$ cat config.mk
export PLATFORM = sky130hd
export DESIGN_NAME = reg_writeback_unit
export DESIGN_NICKNAME = d
export VERILOG_FILES = /design/src/rtl/reg_writeback_unit.sv
export SDC_FILE = /design/constraint.sdc
export NUM_CORES = 1
export LEC_CHECK = 0
export BUFFER_PORTS_ARGS = -buffer_cell sky130_fd_sc_hd__buf_2
export CORE_UTILIZATION = 30
export DETAILED_ROUTE_END_ITERATION = 8
export GPL_ROUTABILITY_DRIVEN = 0
export SLEW_MARGIN = 5
export SYNTH_ARGS = -nofsm -noshare
export SYNTH_HDL_FRONTEND = slang
export SYNTH_SLANG_ARGS = --single-unit
$ cat constraint.sdc
create_clock -name clk -period 9.6 [get_ports clk]
set_input_delay 0.48 -clock clk [delete_from_list [all_inputs] [get_ports clk]]
set_output_delay 0.48 -clock clk [all_outputs]
set_load 0.005 [all_outputs]
$ cat src/rtl/reg_writeback_unit.sv
// Register-file write-port driver: merges load returns and buffered ALU results
// into one registered write per cycle (WE3/AD3/WD3).
module reg_writeback_unit #(
  parameter int unsigned XLEN       = 32,
  parameter int unsigned FIFO_DEPTH = 2
) (
  input  logic            clk,
  input  logic            rst,
  input  logic            alu_valid,
  output logic            alu_ready,
  input  logic [4:0]      alu_rd,
  input  logic [XLEN-1:0] alu_data,
  input  logic            ld_valid,
  input  logic [4:0]      ld_rd,
  input  logic [XLEN-1:0] ld_word,
  input  logic [2:0]      ld_funct3,
  input  logic [1:0]      ld_off,
  output logic            ld_err,
  input  logic [4:0]      q_rd,
  output logic            q_hit,
  output logic            busy,
  output logic            WE3,
  output logic [4:0]      AD3,
  output logic [XLEN-1:0] WD3
);

  localparam int unsigned PTR_W = (FIFO_DEPTH > 1) ? $clog2(FIFO_DEPTH) : 1;
  localparam int unsigned CNT_W = $clog2(FIFO_DEPTH + 1);

  logic [4:0]       rd_mem_q   [FIFO_DEPTH];
  logic [XLEN-1:0]  data_mem_q [FIFO_DEPTH];
  logic [PTR_W-1:0] rd_ptr_q, rd_ptr_d, wr_ptr_q, wr_ptr_d;
  logic [CNT_W-1:0] count_q, count_d;
  logic             we3_q, we3_d, ld_err_q, ld_err_d;
  logic [4:0]       ad3_q, ad3_d;
  logic [XLEN-1:0]  wd3_q, wd3_d;

  logic            fifo_empty_c, alu_live_c, push_c, pop_c, ld_ok_c;
  logic [XLEN-1:0] ld_data_c;
  logic [7:0]      ld_byte_c;
  logic [15:0]     ld_half_c;

  function automatic logic [PTR_W-1:0] ptr_inc(input logic [PTR_W-1:0] p);
    if (32'(p) == FIFO_DEPTH - 1) return '0;
    return p + PTR_W'(1);
  endfunction

  assign fifo_empty_c = (count_q == '0);
  assign alu_ready    = (count_q < CNT_W'(FIFO_DEPTH));
  assign alu_live_c   = alu_valid && alu_ready && (alu_rd != 5'd0);
  assign busy         = !fifo_empty_c;
  assign WE3          = we3_q;
  assign AD3          = ad3_q;
  assign WD3          = wd3_q;
  assign ld_err       = ld_err_q;

  // Load lane extraction and legality check
  always_comb begin
    ld_byte_c = ld_word[{ld_off, 3'b000} +: 8];
    ld_half_c = ld_word[{ld_off[1], 4'b0000} +: 16];
    ld_ok_c   = 1'b0;
    ld_data_c = '0;
    case (ld_funct3)
      3'b000: begin ld_ok_c = 1'b1;              ld_data_c = {{(XLEN-8){ld_byte_c[7]}}, ld_byte_c}; end
      3'b001: begin ld_ok_c = !ld_off[0];        ld_data_c = {{(XLEN-16){ld_half_c[15]}}, ld_half_c}; end
      3'b010: begin ld_ok_c = (ld_off == 2'd0);  ld_data_c = ld_word; end
      3'b100: begin ld_ok_c = 1'b1;              ld_data_c = {{(XLEN-8){1'b0}}, ld_byte_c}; end
      3'b101: begin ld_ok_c = !ld_off[0];        ld_data_c = {{(XLEN-16){1'b0}}, ld_half_c}; end
      default: begin ld_ok_c = 1'b0;             ld_data_c = '0; end
    endcase
  end

  // Write-slot arbitration: load, then FIFO head, then ALU bypass
  always_comb begin
    we3_d    = 1'b0;
    ad3_d    = ad3_q;
    wd3_d    = wd3_q;
    ld_err_d = 1'b0;
    pop_c    = 1'b0;
    push_c   = 1'b0;
    if (ld_valid) begin
      ld_err_d = !ld_ok_c;
      if (ld_ok_c && (ld_rd != 5'd0)) begin
        we3_d = 1'b1;
        ad3_d = ld_rd;
        wd3_d = ld_data_c;
      end
      push_c = alu_live_c;
    end else if (!fifo_empty_c) begin
      pop_c  = 1'b1;
      we3_d  = 1'b1;
      ad3_d  = rd_mem_q[rd_ptr_q];
      wd3_d  = data_mem_q[rd_ptr_q];
      push_c = alu_live_c;
    end else if (alu_live_c) begin
      we3_d = 1'b1;
      ad3_d = alu_rd;
      wd3_d = alu_data;
    end
  end

  always_comb begin
    rd_ptr_d = pop_c  ? ptr_inc(rd_ptr_q) : rd_ptr_q;
    wr_ptr_d = push_c ? ptr_inc(wr_ptr_q) : wr_ptr_q;
    count_d  = count_q;
    if (push_c && !pop_c) count_d = count_q + CNT_W'(1);
    else if (pop_c && !push_c) count_d = count_q - CNT_W'(1);
  end

  // Hazard query against live FIFO entries only
  always_comb begin
    logic             hit;
    logic [PTR_W-1:0] idx;
    hit = 1'b0;
    idx = '0;
    for (int unsigned k = 0; k < FIFO_DEPTH; k++) begin
      idx = PTR_W'((32'(rd_ptr_q) + k) % FIFO_DEPTH);
      if ((k < 32'(count_q)) && (rd_mem_q[idx] == q_rd)) hit = 1'b1;
    end
    q_hit = hit && (q_rd != 5'd0);
  end

  always_ff @(posedge clk) begin
    if (rst) begin
      rd_ptr_q <= '0;
      wr_ptr_q <= '0;
      count_q  <= '0;
      we3_q    <= 1'b0;
      ad3_q    <= '0;
      wd3_q    <= '0;
      ld_err_q <= 1'b0;
    end else begin
      rd_ptr_q <= rd_ptr_d;
      wr_ptr_q <= wr_ptr_d;
      count_q  <= count_d;
      we3_q    <= we3_d;
      ad3_q    <= ad3_d;
      wd3_q    <= wd3_d;
      ld_err_q <= ld_err_d;
    end
  end

  // Storage needs no reset; validity is tracked by count_q
  always_ff @(posedge clk) begin
    if (push_c && !rst) begin
      rd_mem_q[wr_ptr_q]   <= alu_rd;
      data_mem_q[wr_ptr_q] <= alu_data;
    end
  end

endmodule

Word level (Yosys, flattened, before mapping) --
Memory sizes are Yosys's and may differ from the RTL's. A register that Yosys moved wholly into a read port is not among the register bits. Index checks and enable logic that the tools add are counted.
Word-level totals: bits in registers 43, RAM bits 74, bits of input ports 88, output and inout port bits 42, memories kept 2
Operators by class: add/sub/neg operators 5, magnitude comparators 3, equal/unequal tests 8, shift operators 2, muxes and demuxes 34, bitwise logic cells 1, reduce and logical (&&, ||, !) cells 26
Memory list:
- data_mem_q | depth 2, width 32, read ports 1, clocked after Yosys merged registers in 1, write ports 1, RTL line 31 | logic [XLEN-1:0] data_mem_q [FIFO_DEPTH];
- rd_mem_q | depth 2, width 5, read ports 2, clocked after Yosys merged registers in 1, write ports 1, RTL line 30 | logic [4:0] rd_mem_q [FIFO_DEPTH];
Operators with widths (number):
- $pmux 32 s5 | 1
- $mux 32 | 4
- $shiftx 32x6->16 | 1
- $shiftx 32x6->8 | 1
- $mux 1 | 22
- $mux 5 | 4
- $reduce_bool 5->1 | 3
- $eq 5x5->1 | 2
- $logic_and 1x1->1 | 9
- $eq 3x3->1 const B | 2
- $logic_not 1->1 | 6
- $reduce_or 2->1 | 3
- $logic_not 2->1 | 2
- $lt 1x2->1 const A | 2
- $mux 2 | 2
- $add 1x1->1 const B | 3
- $eq 3x1->1 const B | 1
- $eq 3x2->1 const B | 1
- $logic_not 3->1 | 1
- $ne 3x2->1 const B | 1
- $pmux 1 s3 | 1
- $add 2x1->2 const B | 1
- $lt 2x2->1 const B | 1
- $ne 2x1->1 const B | 1
- 4 further kinds | 4

Longest topological paths before layout --
word-level depth 9, mapped depth 11

Worst setup path after synthesis --
Ideal clock, no wire load.
path type flip-flop to flip-flop, from reg count_q[1], to mem data_mem_q[1][0], enable pin, setup time 485 ps, arrival 3729 ps, required time 9115 ps, path slack 5386 ps, cell stages (with the launch flop) 7, clock period less this slack 4214 ps, cells stage by stage dfxtp_1 inv_1 ha_1 clkbuf_1 nand2b_1 nand2_1 nor3b_1
On the way: cells in the longest elaborated chain, start to end 8, elaborated cells between the ends (all ways) 9, classes of those cells order compare (1); mux (4); reduce/logical (4)
Ends and longest elaborated chain:
- from (decl) | RTL line 33 | logic [CNT_W-1:0] count_q, count_d;
- from (signal assigned) | RTL line 135 | count_q <= count_d;
- $lt 2x2->1 (*) | RTL line 49 | assign alu_ready = (count_q < CNT_W'(FIFO_DEPTH));
- named net alu_ready | RTL line 10 | output logic alu_ready,
- $logic_and 1x1->1 (*) (2 in series) | RTL line 50 | assign alu_live_c = alu_valid && alu_ready && (alu_rd != 5'd0);
- $mux 1 | RTL line 89 | end else if (!fifo_empty_c) begin
- $mux 1 (*) | RTL line 81 | if (ld_valid) begin
- $logic_and 1x1->1 (*) | RTL line 145 | if (push_c && !rst) begin
- $mux 1 (*) | RTL line 145
- $mux 1 (not written as such) (*) | RTL line 147 | data_mem_q[wr_ptr_q] <= alu_data;
- to (decl) | RTL line 31
Mark *: on every way through the listed nets, which the timed path passes. The rest lies on a longest branch.

Final worst setup path --
from reg count_q[0], to mem data_mem_q[1][30], enable pin
On the way: cells in the longest elaborated chain, start to end 8, elaborated cells between the ends (all ways) 9, classes of those cells order compare (1); mux (4); reduce/logical (4)
Ends and longest elaborated chain (RTL line):
- $lt 2x2->1 | 49
- $logic_and 1x1->1 (2 in series) | 50
- $mux 1 | 89
- $mux 1 (*) | 81
- $logic_and 1x1->1 (*) | 145
- $mux 1 (*) | 145
- $mux 1 (not written as such) (*) | 147
Every way passes the cells marked *; elsewhere a longest branch is shown, timed or not.

==> metrics.md <==
| Metric | Value |
|---|---|
| Fmax | 336 MHz |
| Setup violators final | 0 |
| FF+latch count, synth | about 120 |
| GR Overflow Total | 0 |
| Crit path required time | around 9700 ps |
| Fin Clk Skew | just under 9 ps |
| Min Tclk post-route | slightly below 3000 ps |
| Status | complete, no violations |
| Iteration-0 DRC Markers | around 230 |
| Die Y-Extent | 141 um |
| # IOs | 130 |
| Half-perimeter wire length after detailed placement | approximately 12 mm |
| Number of synthesized flops with an enable pin | 74 |
| Final nets | between 700 and 800 |
| Hold Crit Start | alu_data[13] |
| Pwr Density | about 250 nW/um^2 |
| Cells taking the most area after synthesis | edfxtp_1, dfxtp_1, mux2i_1 |
| Crit Path Class | register to register |
| Worst Hold Path EP | data_mem_q[0][13] |
| H-Tree Level Count | 4 |
| Worst hold-check path type | input pin to register |
| Post-synthesis sequential area ratio | ~54% |
| Post-synthesis async set-or-reset flop share | 0% |
| RSZ-0062 raised after global routing | false |
| Total CTS buffers | 17 |
| Multi-input gate area | around 2500 sq um |
| Crit path max fanout | 27 |
| Die Wd | about 140 um |
| Reg2Reg Depth | 6 |
| Hold Buf Count CTS | 0 |
| Global Route met2 Usage | approximately a quarter |
| Inst Count DP | about 860 |
| Max cap viols | 0 |
| Antenna violations before repair | 7 |
| Post-synth top area share | between 30% and 40% |
| Number of global-route vias before repair | 4283 |
| Max Root-Sink Buffers | 2 |
| GRT Total Usage | 17.0% |
| Final Max Tran Viols | 0 |
| Met1 Use GR | between 20% and 30% |
| Yosys warnings | 0 |
| Global-route wire length before repair | 24.9 mm |
| Critical Path Source Type | register |
| Reg-to-Reg Start | count_q[0] |
| Clock Latency Late Sink | between 400 and 500 ps |
| Cell variety after synth | between 40 and 50 |
| Met3 layer usage reported by global route | between 4 and 5% |
| DRC Markers | 0 |
| Count leader, synth | edfxtp_1 |
| Crit path max-delay cell type | nor3b_2 |
| Synthesized instance count | 530 |
| Core area | approximately 19000 sq um |
| Placed instance area | between 6000 and 7000 sq um |
| Layout cells sized above 1 | between 20% and 30% |
| Max-slew headroom | 26.9% |
| Setup bufs post-CTS | 0 |
| Cell taking the most area after synthesis | edfxtp_1 |
| Design Area, Final | 7150 sq um |
| Num rows | 50 |
| IO Port Bufs | between 100 and 150 |
| Final hold vios | 0 |
| Hold Path Stages | 1 |
| Crit-path cells | inv_1, ha_1, nand2b_1, nand2_1, nor3b_2, buf_4 |
| Clock-pin slew on the worst setup and hold paths | 60 ps |
| Worst ir drop on vdd | approximately 0.13 mV |
| Area grow syn2layout | 24.0% |
| Clock Sinks | 118 |
| Slowest stage delay, CP | a little over 800 ps |
| Die area | 19800 sq um |
| TritonCTS clock tree | done |
| Mapped cell area | 5770 sq um |
| Post_cts resized | 0 |
| Reg2Reg Setup Slack | 6630 ps |
| Main flop type after synthesis | edfxtp_1 |
| Fillers | 1904 |
| RR Endpoint | data_mem_q[1][30] |
| Initial Util | between 30% and 40% |
| Syn_area_per_cell | 10.9 sq um |
| Most common library cells after synthesis | edfxtp_1, nand2_1, nor2_1 |
| Vias per cell | roughly 5 |
| Fin Setup TNS | 0 ps |
| Largest net degree at the start of global routing | 65 |
| CP arrival | slightly above 3000 ps |
| WL/cell | around 19 um |
| Slew of the pin with the lowest slew margin | ~1100 ps |
| Final Cycle Share | between 30% and 40% |
| Vias | around 4600 |
| Crit. End Element | register |
| Final Util | 38.1% |
| Final Total Pwr | about 1.8 mW |
| GRT busiest layer | met2 |
| Clk root buf | clkbuf_16 |
| Reg area | between 3000 and 4000 sq um |
| Total Routed Length | 16.6 mm |
| Syn Nets | 621 |
| Pleak | between 2 and 3 nW |
| Detail Route Antenna Nets | 0 |
| Layout Cells excl Fill | between 800 and 900 |
| Drt pass-1 iters | 5 |
final cells by class:
type                    count  share of cell area (%)
repair buffers            134                    9.55
inverters                   7                   0.367
well taps                 234                    4.09
diodes                      6                   0.210
flip-flops and latches    118                    43.4
multi-input cells         362                    34.3
clock inverters            15                    2.17
clock buffers              17                    5.95
where the power goes:
part	switching, mW	internal, mW	total (mW)	leakage, nW
clock	0.242	0.382	0.624	0.279
sequential	0.0397	0.611	0.651	1.04
combinational	0.302	0.202	0.504	1.40
registers in the layout, summed over array words and instances (netlist names), named ones only:
| name | cells |
|---|---|
| data_mem_q | 64 |
| WD3 | 32 |
| rd_mem_q | 10 |
| AD3 | 5 |
| count_q | 2 |
| WE3 | 1 |
| ld_err | 1 |
| rd_ptr_q | 1 |
| wr_ptr_q | 1 |
worst max-delay path by stage:
stage | start | endpoint | depth (start not counted)
detailed placement | ld_valid | data_mem_q[1][22] | 5
global placement | ld_valid | data_mem_q[1][21] | 5
CTS | count_q[0] | data_mem_q[1][24] | 6
finish | count_q[0] | data_mem_q[1][30] | 6
floorplan | count_q[1] | data_mem_q[1][0] | 6
global route | count_q[0] | data_mem_q[1][21] | 6
kinds of logic (layout without fill, tap and decap cells):
logic type | after synthesis | after routing | synth area share, %
AO/OA/AOI/OAI | 143 | 143 | 17.7
AND/OR/NAND/NOR | 143 | 143 | 11.1
flip-flops | 118 | 118 | 53.8
multiplexers | 62 | 62 | 11.2
buffers and inverters | 50 | 173 | 3.88
XOR/XNOR | 11 | 11 | 1.67
adder cells (fa/ha/maj) | 3 | 3 | 0.651
other | 0 | 6 | 0
per-stage QoR:
step	hold slack [ps]	worst slack (ps)
4_1_cts	243	6580
5_1_grt	249	6410
3_3_place_gp	467	6280
2_1_floorplan	454	5390
3_5_place_dp	476	6230
6_report	259	6630
placed cells by master (no fill, tap or decap), drive strengths merged, types with 2 or more instances in the layout:
| cell type | n |
|---|---|
| buf | 134 |
| edfxtp | 74 |
| nand2 | 47 |
| nor2 | 46 |
| dfxtp | 44 |
| mux2i | 43 |
| nor3 | 30 |
| a211oi | 28 |
| o21ai | 25 |
| o22a | 24 |
| a21oi | 22 |
| mux2 | 19 |
| clkbuf | 17 |
| a21boi | 16 |
| a221oi | 11 |
| xor2 | 9 |
| a22oi | 9 |
| inv | 9 |
| clkinv | 8 |
| diode | 6 |
| nor4 | 5 |
| nor3b | 4 |
| nor2b | 3 |
| ha | 3 |
| clkinvlp | 3 |
| or3 | 2 |
| xnor2 | 2 |
| nand3b | 2 |
| bufinv | 2 |
per-layer routing:
| layer | part of all wire, % | vias up |
|---|---|---|
| li1 | - | 2234 |
| met1 | 45 | 2142 |
| met2 | 46 | 161 |
| met3 | 6.7 | 20 |
| met4 | 1.7 | 2 |
| met5 | 0.048 | - |
critical path: cells and delay by family, from the launching register on:
kind | cells | cell delay, ps
fa+ha+maj | 1 | 440
flops | 1 | 370
buf+inv | 2 | 580
simple gates | 3 | 1200
Power figures use the tool's default switching activity.
